[src/rtl/tdc_seq_ctrl_if.sv]
// Readout handshake between the TDC sequencer and the timestamp consumer.
// The sequencer drives the result on the master side; the consumer returns ts_ready.
interface tdc_seq_ctrl_if #(
  parameter int unsigned COARSE_W = 16,
  parameter int unsigned FINE_W   = 6
);
  logic                ts_valid;
  logic                ts_ready;
  logic [COARSE_W-1:0] ts_coarse;
  logic [FINE_W-1:0]   ts_fine;
  logic                ts_timeout;

  modport master (
    output ts_valid,
    output ts_coarse,
    output ts_fine,
    output ts_timeout,
    input  ts_ready
  );

  modport slave (
    input  ts_valid,
    input  ts_coarse,
    input  ts_fine,
    input  ts_timeout,
    output ts_ready
  );
endinterface

[src/rtl/tdc_seq_ctrl.sv]
// Measurement sequencer for a carry-chain TDC: gates the hit into the chain,
// counts coarse cycles, encodes the thermometer snapshot and hands off the result.
module tdc_seq_ctrl #(
  parameter int unsigned CHAIN_LEN = 32,
  parameter int unsigned FINE_W    = 6,
  parameter int unsigned COARSE_W  = 16,
  parameter int unsigned TIMEOUT   = 1000,
  parameter int unsigned SETTLE    = 4
) (
  input  logic                 i_clk,
  input  logic                 i_rst,
  input  logic                 i_arm,
  input  logic [CHAIN_LEN-1:0] i_chain_in,
  output logic                 o_hit_en,
  output logic                 o_busy,
  tdc_seq_ctrl_if.master       o_ts
);

  localparam int unsigned SETTLE_W = (SETTLE > 1) ? $clog2(SETTLE) : 1;
  localparam logic [SETTLE_W-1:0] SETTLE_MAX  = SETTLE_W'(SETTLE - 1);
  localparam logic [COARSE_W-1:0] COARSE_LAST = COARSE_W'(TIMEOUT - 1);
  localparam logic [COARSE_W-1:0] COARSE_TO   = COARSE_W'(TIMEOUT);

  typedef enum logic [2:0] {
    S_IDLE,
    S_CLEAR,
    S_ARMED,
    S_ENCODE,
    S_DONE
  } state_t;

  state_t               r_state,      w_state;
  logic [SETTLE_W-1:0]  r_settle,     w_settle;
  logic [COARSE_W-1:0]  r_coarse,     w_coarse;
  logic [CHAIN_LEN-1:0] r_snap,       w_snap;
  logic                 r_hit_en,     w_hit_en;
  logic                 r_busy,       w_busy;
  logic                 r_ts_valid,   w_ts_valid;
  logic [COARSE_W-1:0]  r_ts_coarse,  w_ts_coarse;
  logic [FINE_W-1:0]    r_ts_fine,    w_ts_fine;
  logic                 r_ts_timeout, w_ts_timeout;
  logic [FINE_W-1:0]    w_popcnt;
  logic                 w_chain_zero;

  assign w_chain_zero = (i_chain_in == '0);

  // Ones count rather than edge search keeps bubbles from skewing the fine value
  always_comb begin
    w_popcnt = '0;
    for (int unsigned i = 0; i < CHAIN_LEN; i++) begin
      w_popcnt = w_popcnt + FINE_W'(r_snap[i]);
    end
  end

  always_ff @(posedge i_clk or posedge i_rst) begin
    if (i_rst) begin
      r_state      <= S_IDLE;
      r_settle     <= '0;
      r_coarse     <= '0;
      r_snap       <= '0;
      r_hit_en     <= 1'b0;
      r_busy       <= 1'b0;
      r_ts_valid   <= 1'b0;
      r_ts_coarse  <= '0;
      r_ts_fine    <= '0;
      r_ts_timeout <= 1'b0;
    end else begin
      r_state      <= w_state;
      r_settle     <= w_settle;
      r_coarse     <= w_coarse;
      r_snap       <= w_snap;
      r_hit_en     <= w_hit_en;
      r_busy       <= w_busy;
      r_ts_valid   <= w_ts_valid;
      r_ts_coarse  <= w_ts_coarse;
      r_ts_fine    <= w_ts_fine;
      r_ts_timeout <= w_ts_timeout;
    end
  end

  always_comb begin
    w_state      = r_state;
    w_settle     = r_settle;
    w_coarse     = r_coarse;
    w_snap       = r_snap;
    w_ts_coarse  = r_ts_coarse;
    w_ts_fine    = r_ts_fine;
    w_ts_timeout = r_ts_timeout;

    case (r_state)
      S_IDLE: begin
        if (i_arm) begin
          w_state  = S_CLEAR;
          w_settle = '0;
        end
      end

      S_CLEAR: begin
        if ((r_settle == SETTLE_MAX) && w_chain_zero) begin
          w_state  = S_ARMED;
          w_coarse = '0;
        end else if (r_settle != SETTLE_MAX) begin
          w_settle = r_settle + SETTLE_W'(1);
        end
      end

      // On a hit the coarse counter simply stops, holding the capture count
      S_ARMED: begin
        if (!w_chain_zero) begin
          w_state = S_ENCODE;
          w_snap  = i_chain_in;
        end else if (r_coarse == COARSE_LAST) begin
          w_state      = S_DONE;
          w_ts_timeout = 1'b1;
          w_ts_fine    = '0;
          w_ts_coarse  = COARSE_TO;
        end else begin
          w_coarse = r_coarse + COARSE_W'(1);
        end
      end

      S_ENCODE: begin
        w_state      = S_DONE;
        w_ts_timeout = 1'b0;
        w_ts_fine    = w_popcnt;
        w_ts_coarse  = r_coarse;
      end

      S_DONE: begin
        if (o_ts.ts_ready) begin
          w_state = S_IDLE;
        end
      end

      default: begin
        w_state = S_IDLE;
      end
    endcase

    w_hit_en   = (w_state == S_ARMED);
    w_busy     = (w_state != S_IDLE);
    w_ts_valid = (w_state == S_DONE);
  end

  assign o_hit_en        = r_hit_en;
  assign o_busy          = r_busy;
  assign o_ts.ts_valid   = r_ts_valid;
  assign o_ts.ts_coarse  = r_ts_coarse;
  assign o_ts.ts_fine    = r_ts_fine;
  assign o_ts.ts_timeout = r_ts_timeout;

endmodule

[src/flat_wrapper.sv]
// flat-port wrapper written by rule: the top's interface ports become plain ports
module tdc_seq_ctrl_flat 
#(
  parameter int unsigned CHAIN_LEN = 32,
  parameter int unsigned FINE_W    = 6,
  parameter int unsigned COARSE_W  = 16,
  parameter int unsigned TIMEOUT   = 1000,
  parameter int unsigned SETTLE    = 4
)
  (i_clk, i_rst, i_arm, i_chain_in, o_hit_en, o_busy, o_ts_ts_valid, o_ts_ts_coarse, o_ts_ts_fine, o_ts_ts_timeout, o_ts_ts_ready);
  tdc_seq_ctrl_if #(.COARSE_W(COARSE_W), .FINE_W(FINE_W)) o_ts_i ();
  input  logic i_clk;
  input  logic i_rst;
  input  logic i_arm;
  input  logic [CHAIN_LEN-1:0] i_chain_in;
  output logic o_hit_en;
  output logic o_busy;
  output wire logic [$bits(o_ts_i.ts_valid)-1:0] o_ts_ts_valid;
  output wire logic [$bits(o_ts_i.ts_coarse)-1:0] o_ts_ts_coarse;
  output wire logic [$bits(o_ts_i.ts_fine)-1:0] o_ts_ts_fine;
  output wire logic [$bits(o_ts_i.ts_timeout)-1:0] o_ts_ts_timeout;
  input wire logic [$bits(o_ts_i.ts_ready)-1:0] o_ts_ts_ready;
  assign o_ts_ts_valid = o_ts_i.ts_valid;
  assign o_ts_ts_coarse = o_ts_i.ts_coarse;
  assign o_ts_ts_fine = o_ts_i.ts_fine;
  assign o_ts_ts_timeout = o_ts_i.ts_timeout;
  assign o_ts_i.ts_ready = o_ts_ts_ready;
  tdc_seq_ctrl #(.CHAIN_LEN(CHAIN_LEN), .FINE_W(FINE_W), .COARSE_W(COARSE_W), .TIMEOUT(TIMEOUT), .SETTLE(SETTLE)) u_core (.i_clk(i_clk), .i_rst(i_rst), .i_arm(i_arm), .i_chain_in(i_chain_in), .o_hit_en(o_hit_en), .o_busy(o_busy), .o_ts(o_ts_i));
endmodule
[config.mk]
export PLATFORM = sky130hd
export DESIGN_NAME = tdc_seq_ctrl_flat
export DESIGN_NICKNAME = d
export VERILOG_FILES = /design/src/rtl/tdc_seq_ctrl_if.sv /design/src/rtl/tdc_seq_ctrl.sv /design/src/flat_wrapper.sv
export SDC_FILE = /design/constraint.sdc
export NUM_CORES = 1
export LEC_CHECK = 0
export CAP_MARGIN = 20
export CORE_MARGIN = 2
export CORE_UTILIZATION = 55
export CTS_CLUSTER_DIAMETER = 120
export DETAILED_ROUTE_END_ITERATION = 6
export PLACE_DENSITY_LB_ADDON = 0.25
export REMOVE_ABC_BUFFERS = 1
export SYNTH_ARGS = -nofsm -noshare
export SYNTH_HDL_FRONTEND = slang
export SYNTH_SLANG_ARGS = --single-unit
[constraint.sdc]
create_clock -name i_clk -period 5.6 [get_ports i_clk]
set_clock_uncertainty 0.1 [all_clocks]
set_input_delay 0.56 -clock i_clk [delete_from_list [all_inputs] [get_ports i_clk]]
set_output_delay 0.56 -clock i_clk [all_outputs]
set_load 0.05 [all_outputs]
After elaboration in Yosys (flattened, before gate mapping)
Index checks and enable logic that the tools add are counted.
Storage, ports and cells
  logic and storage cells: 94
  register bits after elaboration: 79
  output and inout bits: 26
  bits of input ports: 36
Operators by class
  mux-type cells: 23
  reductions and logical operators: 11
  bitwise operators: 1
  eq/ne operators: 16
  add/sub/neg operators: 33
Operator list (number)
  adder 6 x 1 -> 6 bit: 30
  2-to-1 mux 16 bit: 5
  one-hot mux 16 bit (2 select lines): 2
  zero test 32 bit: 1
  adder 16 x 1 -> 16 bit, second input constant: 1
  equality test 16 x 10 -> 1 bit, second input constant: 1
  2-to-1 mux 3 bit: 5
  one-hot mux 3 bit (5 select lines): 1
  2-to-1 mux 6 bit: 2
  one-hot mux 6 bit (2 select lines): 1
  equality test 3 x 2 -> 1 bit, second input constant: 3
  inequality test 2 x 1 -> 1 bit, second input constant: 4
  inequality test 2 bit, second input constant: 4
  AND reduction 4 bit: 2
  equality test 3 bit, second input constant: 2
  2-to-1 mux 2 bit: 3
  nonzero test 2 bit: 3
  one-hot mux 2 bit (2 select lines): 1
  equality test 3 x 1 -> 1 bit, second input constant: 1
  zero test 3 bit: 1
  AND reduction 3 bit: 1
  nonzero test 3 bit: 1
  adder 1 x 1 -> 2 bit: 1
  adder 2 x 1 -> 2 bit, second input constant: 1
  other kinds (6): 7

Longest topological paths before layout
  word-level depth: 32
  depth in mapped cells: 18
  depth with buffers taken out: 18

Worst setup path before layout
Ideal clock, no wire load.
  path type: flip-flop to flip-flop
  start: register u_core.r_snap[0]
  end: register u_core.r_ts_fine[4] (netlist: u_core.o_ts.ts_fine[4])
  library setup time: 0.121 ns
  arrival: 4.830 ns
  required time: 5.379 ns
  path slack: 0.549 ns
  buffers on the path: 0
  stages on the path, launching flop included: 16
  period minus slack after synthesis: 5.051 ns
  cells stage by stage: dfrtp_1 > ha_1 > inv_1 > fa_1 > fa_1 > fa_1 > fa_1 > fa_1 > fa_1 > fa_1 > fa_1 > inv_1 > a21o_1 > a21oi_1 > xnor2_1 > a22o_1
Between the ends
  word-level cells in the longest chain between the ends: 32
Ends and longest elaborated chain
  start: declaration: line tdc_seq_ctrl.sv:35  | logic [CHAIN_LEN-1:0] r_snap, w_snap;
  start signal: assignment: line tdc_seq_ctrl.sv:71  | r_snap <= w_snap;
  adder 1 x 1 -> 2 bit: line tdc_seq_ctrl.sv:51  | w_popcnt = w_popcnt + FINE_W'(r_snap[i]);
  adder 6 x 1 -> 6 bit (30 in a row): line tdc_seq_ctrl.sv:51
  one-hot mux 6 bit (2 select lines): line tdc_seq_ctrl.sv:90  | case (r_state)
  end signal: assignment: line tdc_seq_ctrl.sv:76  | r_ts_fine <= w_ts_fine;
  end: declaration: line tdc_seq_ctrl.sv:40  | logic [FINE_W-1:0] r_ts_fine, w_ts_fine;
No other way between the ends.
A chain may end at the register's enable or synchronous reset.

Worst setup path after layout
Ends and elaborated chain as after synthesis.

==> impl_metrics.xml <==
<?xml version="1.0" encoding="UTF-8"?>
<metrics>
  <group name="global_route">
    <metric name="grt-ovfl-total" unit="">0</metric>
    <metric name="via_count_of_the_first_global_routing_pass" unit="">3036</metric>
    <metric name="gr-usage-all-layers" unit="%">20.8</metric>
    <metric name="maximum_number_of_pins_on_one_net_before_global_route_repair" unit="">43</metric>
    <metric name="grt_pass1_wl" unit="mm">14.0</metric>
    <metric name="grt_antenna_before_repair" unit="">0</metric>
  </group>
  <group name="clock_network">
    <metric name="cts.reportedPaths.clkPinSlew" unit="ns">0.08</metric>
    <metric name="clockBufferDepth" unit="">2</metric>
    <metric name="numCtsBuffers" unit="">9</metric>
    <metric name="postCtsResizedCells" unit="">0</metric>
    <metric name="cts.repair_timing.setup_buffer_count" unit="">0</metric>
    <metric name="cts_tree" unit="">yes</metric>
    <metric name="cts.htree.levels" unit="">3</metric>
    <metric name="clkSinkCount" unit="">79</metric>
    <metric name="clkLatencyLatePin" unit="ns">0.36</metric>
    <metric name="clock-root-buffer" unit="">clkbuf_8</metric>
    <metric name="cts_hold_buf" unit="">0</metric>
  </group>
  <group name="setup_path">
    <metric name="cp_slowest_cell" unit="">fa_1</metric>
    <metric name="critical_path.cell_chain" unit="">ha_1, inv_1, fa_1, fa_1, fa_1, fa_1, fa_1, fa_1, fa_1, fa_1, inv_1, a21o_1, a21oi_1, xnor2_1, a22o_1</metric>
    <metric name="worstReg2RegStart" unit="">u_core.r_snap[0]</metric>
    <metric name="crit_arrival" unit="ns">5.38</metric>
    <metric name="timing.rr.end" unit="">u_core.o_ts.ts_fine[4]</metric>
    <metric name="r2r_setup_slack" unit="ns">0.37</metric>
    <metric name="startpoint_type" unit="">flop</metric>
    <metric name="cp_max_fo" unit="">2</metric>
    <metric name="slowest_delay" unit="ns">0.54</metric>
    <metric name="critPathRequiredTime" unit="ns">5.75</metric>
    <metric name="cp-end-kind" unit="">flop</metric>
    <metric name="timing_worst_setup_path_type" unit="">flop to flop</metric>
    <metric name="rr_worst_depth" unit="">15</metric>
    <metric name="cpMostUsedCell" unit="">fa_1</metric>
  </group>
  <group name="sta">
    <metric name="tightestPinTransition" unit="ns">0.812</metric>
    <metric name="final.setup.tns" unit="ns">0</metric>
    <metric name="grt_setup_unrepaired" unit="">false</metric>
    <metric name="fmax" unit="GHz">0.191</metric>
    <metric name="holdWs" unit="ns">0.407</metric>
    <metric name="max-slew-margin-rel" unit="%">45.9</metric>
    <metric name="finalSetupViolCount" unit="">0</metric>
    <metric name="layout_min_cycle_time" unit="ns">5.23</metric>
    <metric name="final.period_utilization" unit="%">93.3</metric>
    <metric name="hold_violations" unit="">0</metric>
    <metric name="final_number_of_max_transition_violations" unit="">0</metric>
  </group>
  <group name="status">
    <metric name="run_status" unit="">finished, final reports clean</metric>
  </group>
  <group name="synth">
    <metric name="synth_enable_flop_cells" unit="">0</metric>
    <metric name="syn-cell-area" unit="mm^2">0.00439</metric>
    <metric name="avgSynthCellArea" unit="um^2">11.3</metric>
    <metric name="post_synth_top_area_cell" unit="">dfrtp_1</metric>
    <metric name="yosysWarningCount" unit="">0</metric>
    <metric name="synth.cells.most_frequent" unit="">dfrtp_1 (79), inv_1 (60), mux2_2 (36), nand2_1 (27), fa_1 (24)</metric>
    <metric name="synthFlopType" unit="">dfrtp_1</metric>
    <metric name="synth_area_leaders" unit="">dfrtp_1 (45%), fa_1 (11%), mux2_2 (9.2%)</metric>
    <metric name="ys_seq_elements" unit="">79</metric>
    <metric name="synth-seq-area-share" unit="%">45.0</metric>
    <metric name="yosys.cell_types.count" unit="">53</metric>
    <metric name="syn-instance-count" unit="">389</metric>
    <metric name="synth-async-reset-ratio" unit="%">100</metric>
    <metric name="most_common_cell_in_the_synthesized_netlist" unit="">dfrtp_1</metric>
    <metric name="synth_top_area_share" unit="%">45.0</metric>
  </group>
  <group name="floorplanning">
    <metric name="core" unit="mm^2">0.00773</metric>
    <metric name="io_pins" unit="">62</metric>
    <metric name="floorplan.die.width" unit="um">93.4</metric>
    <metric name="floorplan.die.height" unit="um">93.4</metric>
    <metric name="placement_rows" unit="">32</metric>
    <metric name="floorplan.initialDensity" unit="%">56.8</metric>
    <metric name="die-area" unit="mm^2">0.00872</metric>
  </group>
  <group name="finish">
    <metric name="area_growth_syn_to_layout" unit="%">19.9</metric>
    <metric name="fin_nets" unit="">518</metric>
    <metric name="diodes" unit="">0</metric>
    <metric name="post_route_cells_drive_above_1_share" unit="%">14.3</metric>
  </group>
  <group name="route">
    <metric name="drtPass1Iterations" unit="">4</metric>
    <metric name="wl_per_cell" unit="um">15.2</metric>
    <metric name="first_iter_violations" unit="">109</metric>
    <metric name="drtAntennaViolNets" unit="">0</metric>
    <metric name="drc_errors" unit="">0</metric>
    <metric name="vias" unit="">3038</metric>
    <metric name="drt_wl_total" unit="mm">8.43</metric>
    <metric name="route.detailed.vias_per_inst" unit="">5.47</metric>
  </group>
  <group name="power_and_ir_drop">
    <metric name="power_density" unit="mW/mm^2">218</metric>
    <metric name="ir_drop" unit="V">0.000112</metric>
    <metric name="power_leakage" unit="nW">2.58</metric>
  </group>
  <group name="flow_run">
    <metric name="maximum_capacitance_violations" unit="">0</metric>
  </group>
  <group name="min_path">
    <metric name="min_delay_worst_endpoint" unit="">u_core.o_ts.ts_timeout</metric>
    <metric name="hold_class" unit="">flop to flop</metric>
    <metric name="min_path_cells" unit="">2</metric>
    <metric name="hp-start" unit="">u_core.o_ts.ts_timeout</metric>
  </group>
  <group name="placement">
    <metric name="routability_congestion_estimate_from_global_placement" unit="">0.868</metric>
    <metric name="numPortBuffers" unit="">61</metric>
    <metric name="dp.final_hpwl" unit="mm">6.09</metric>
  </group>
</metrics>
-- flip-flops by register name, summed over array words and instances (netlist names) --
| signal | cells |
|---|---|
| u_core.o_busy | 1 |
| u_core.o_hit_en | 1 |
| u_core.o_ts.ts_coarse | 16 |
| u_core.o_ts.ts_fine | 6 |
| u_core.o_ts.ts_timeout | 1 |
| u_core.o_ts.ts_valid | 1 |
| u_core.r_coarse | 16 |
| u_core.r_settle | 2 |
| u_core.r_snap | 32 |
| u_core.r_state | 3 |
-- worst max-delay path: cells and delay by family, from the launching register on --
| kind | cells | cell delay [ns] |
|---|---|---|
| buffers and inverters | 2 | 0.15 |
| DFF | 1 | 0.38 |
| xor gates and xnor gates | 1 | 0.12 |
| AOI/OAI and AO/OA | 3 | 0.34 |
| adders and majority gates | 9 | 4.01 |
-- how the worst max path moves through the flow --
stage / slack (ns) / to / start
detailed placement: 0.42 / u_core.o_ts.ts_fine[4] / u_core.r_snap[0]
finish: 0.37 / u_core.o_ts.ts_fine[4] / u_core.r_snap[0]
CTS: 0.37 / u_core.o_ts.ts_fine[4] / u_core.r_snap[0]
global placement: 0.49 / u_core.o_ts.ts_fine[4] / u_core.r_snap[0]
floorplan: 0.55 / u_core.o_ts.ts_fine[4] / u_core.r_snap[0]
global route: 0.19 / u_core.o_ts.ts_fine[4] / u_core.r_snap[0]
-- metrics by stage --
step                      setup slack, ns  utilization (%)  power [W]  std cells  area (um^2)
final                               0.375             68.2    0.00115        555         5270
after global routing                0.192             68.2    0.00119        555         5270
after global placement              0.487             65.3   0.000679        539         5040
after detailed placement            0.416             65.3   0.000683        539         5040
after CTS                           0.367             68.2    0.00116        555         5270
after floorplan                     0.548                -   0.000642        373         4280
-- cell type report --
class	count	area [um^2]
fill	590	2460
multi-input combinational	234	2080
sequential	79	1980
timing repair buffer	64	633
inverter	60	225
clock buffer	13	159
tap	102	128
clock inverter	3	65.1
-- kinds of logic (layout without fill, tap and decap cells) --
| group | after synthesis | count (layout) | synth area share [%] |
|---|---|---|---|
| buffers and inverters | 76 | 140 | 7.63 |
| multiplexers | 48 | 48 | 12.2 |
| XOR/XNOR | 3 | 3 | 0.598 |
| AO/OA/AOI/OAI | 56 | 56 | 9.00 |
| adder cells (fa/ha/maj) | 34 | 34 | 13.8 |
| flip-flops | 79 | 79 | 45.0 |
| AND/OR/NAND/NOR | 93 | 93 | 11.8 |
-- layer usage --
layer  global-route usage (%)  share of wire, %  up-vias
met5                        0                 0        -
met4                     9.07               2.2        0
met3                     3.46               3.6       15
met2                     36.5                53       76
met1                     25.2                41     1503
li1                         -                 -     1444
-- power breakdown --
group | internal (W) | switching (W) | total (W)
logic | 0.0000462 | 0.0000397 | 0.0000859
registers | 0.000578 | 0.00000693 | 0.000585
clock network | 0.000275 | 0.000204 | 0.000479
total | 0.000899 | 0.000251 | 0.00115
-- cells in the final DEF (no fill, tap or decap), drive strengths merged, types with 9 or more instances in the layout --
cell type / netlist / final
inv: 60 / 60
nand3: 9 / 9
fa: 24 / 24
nor4: 9 / 9
o21ai: 20 / 20
dfrtp: 79 / 79
clkdlybuf4s50: 0 / 61
nand2: 28 / 28
nand2b: 10 / 10
ha: 10 / 10
mux2i: 10 / 10
clkbuf: 2 / 13
nor2: 9 / 9
mux2: 38 / 38
Note: power is estimated with default switching activity, not from simulation.
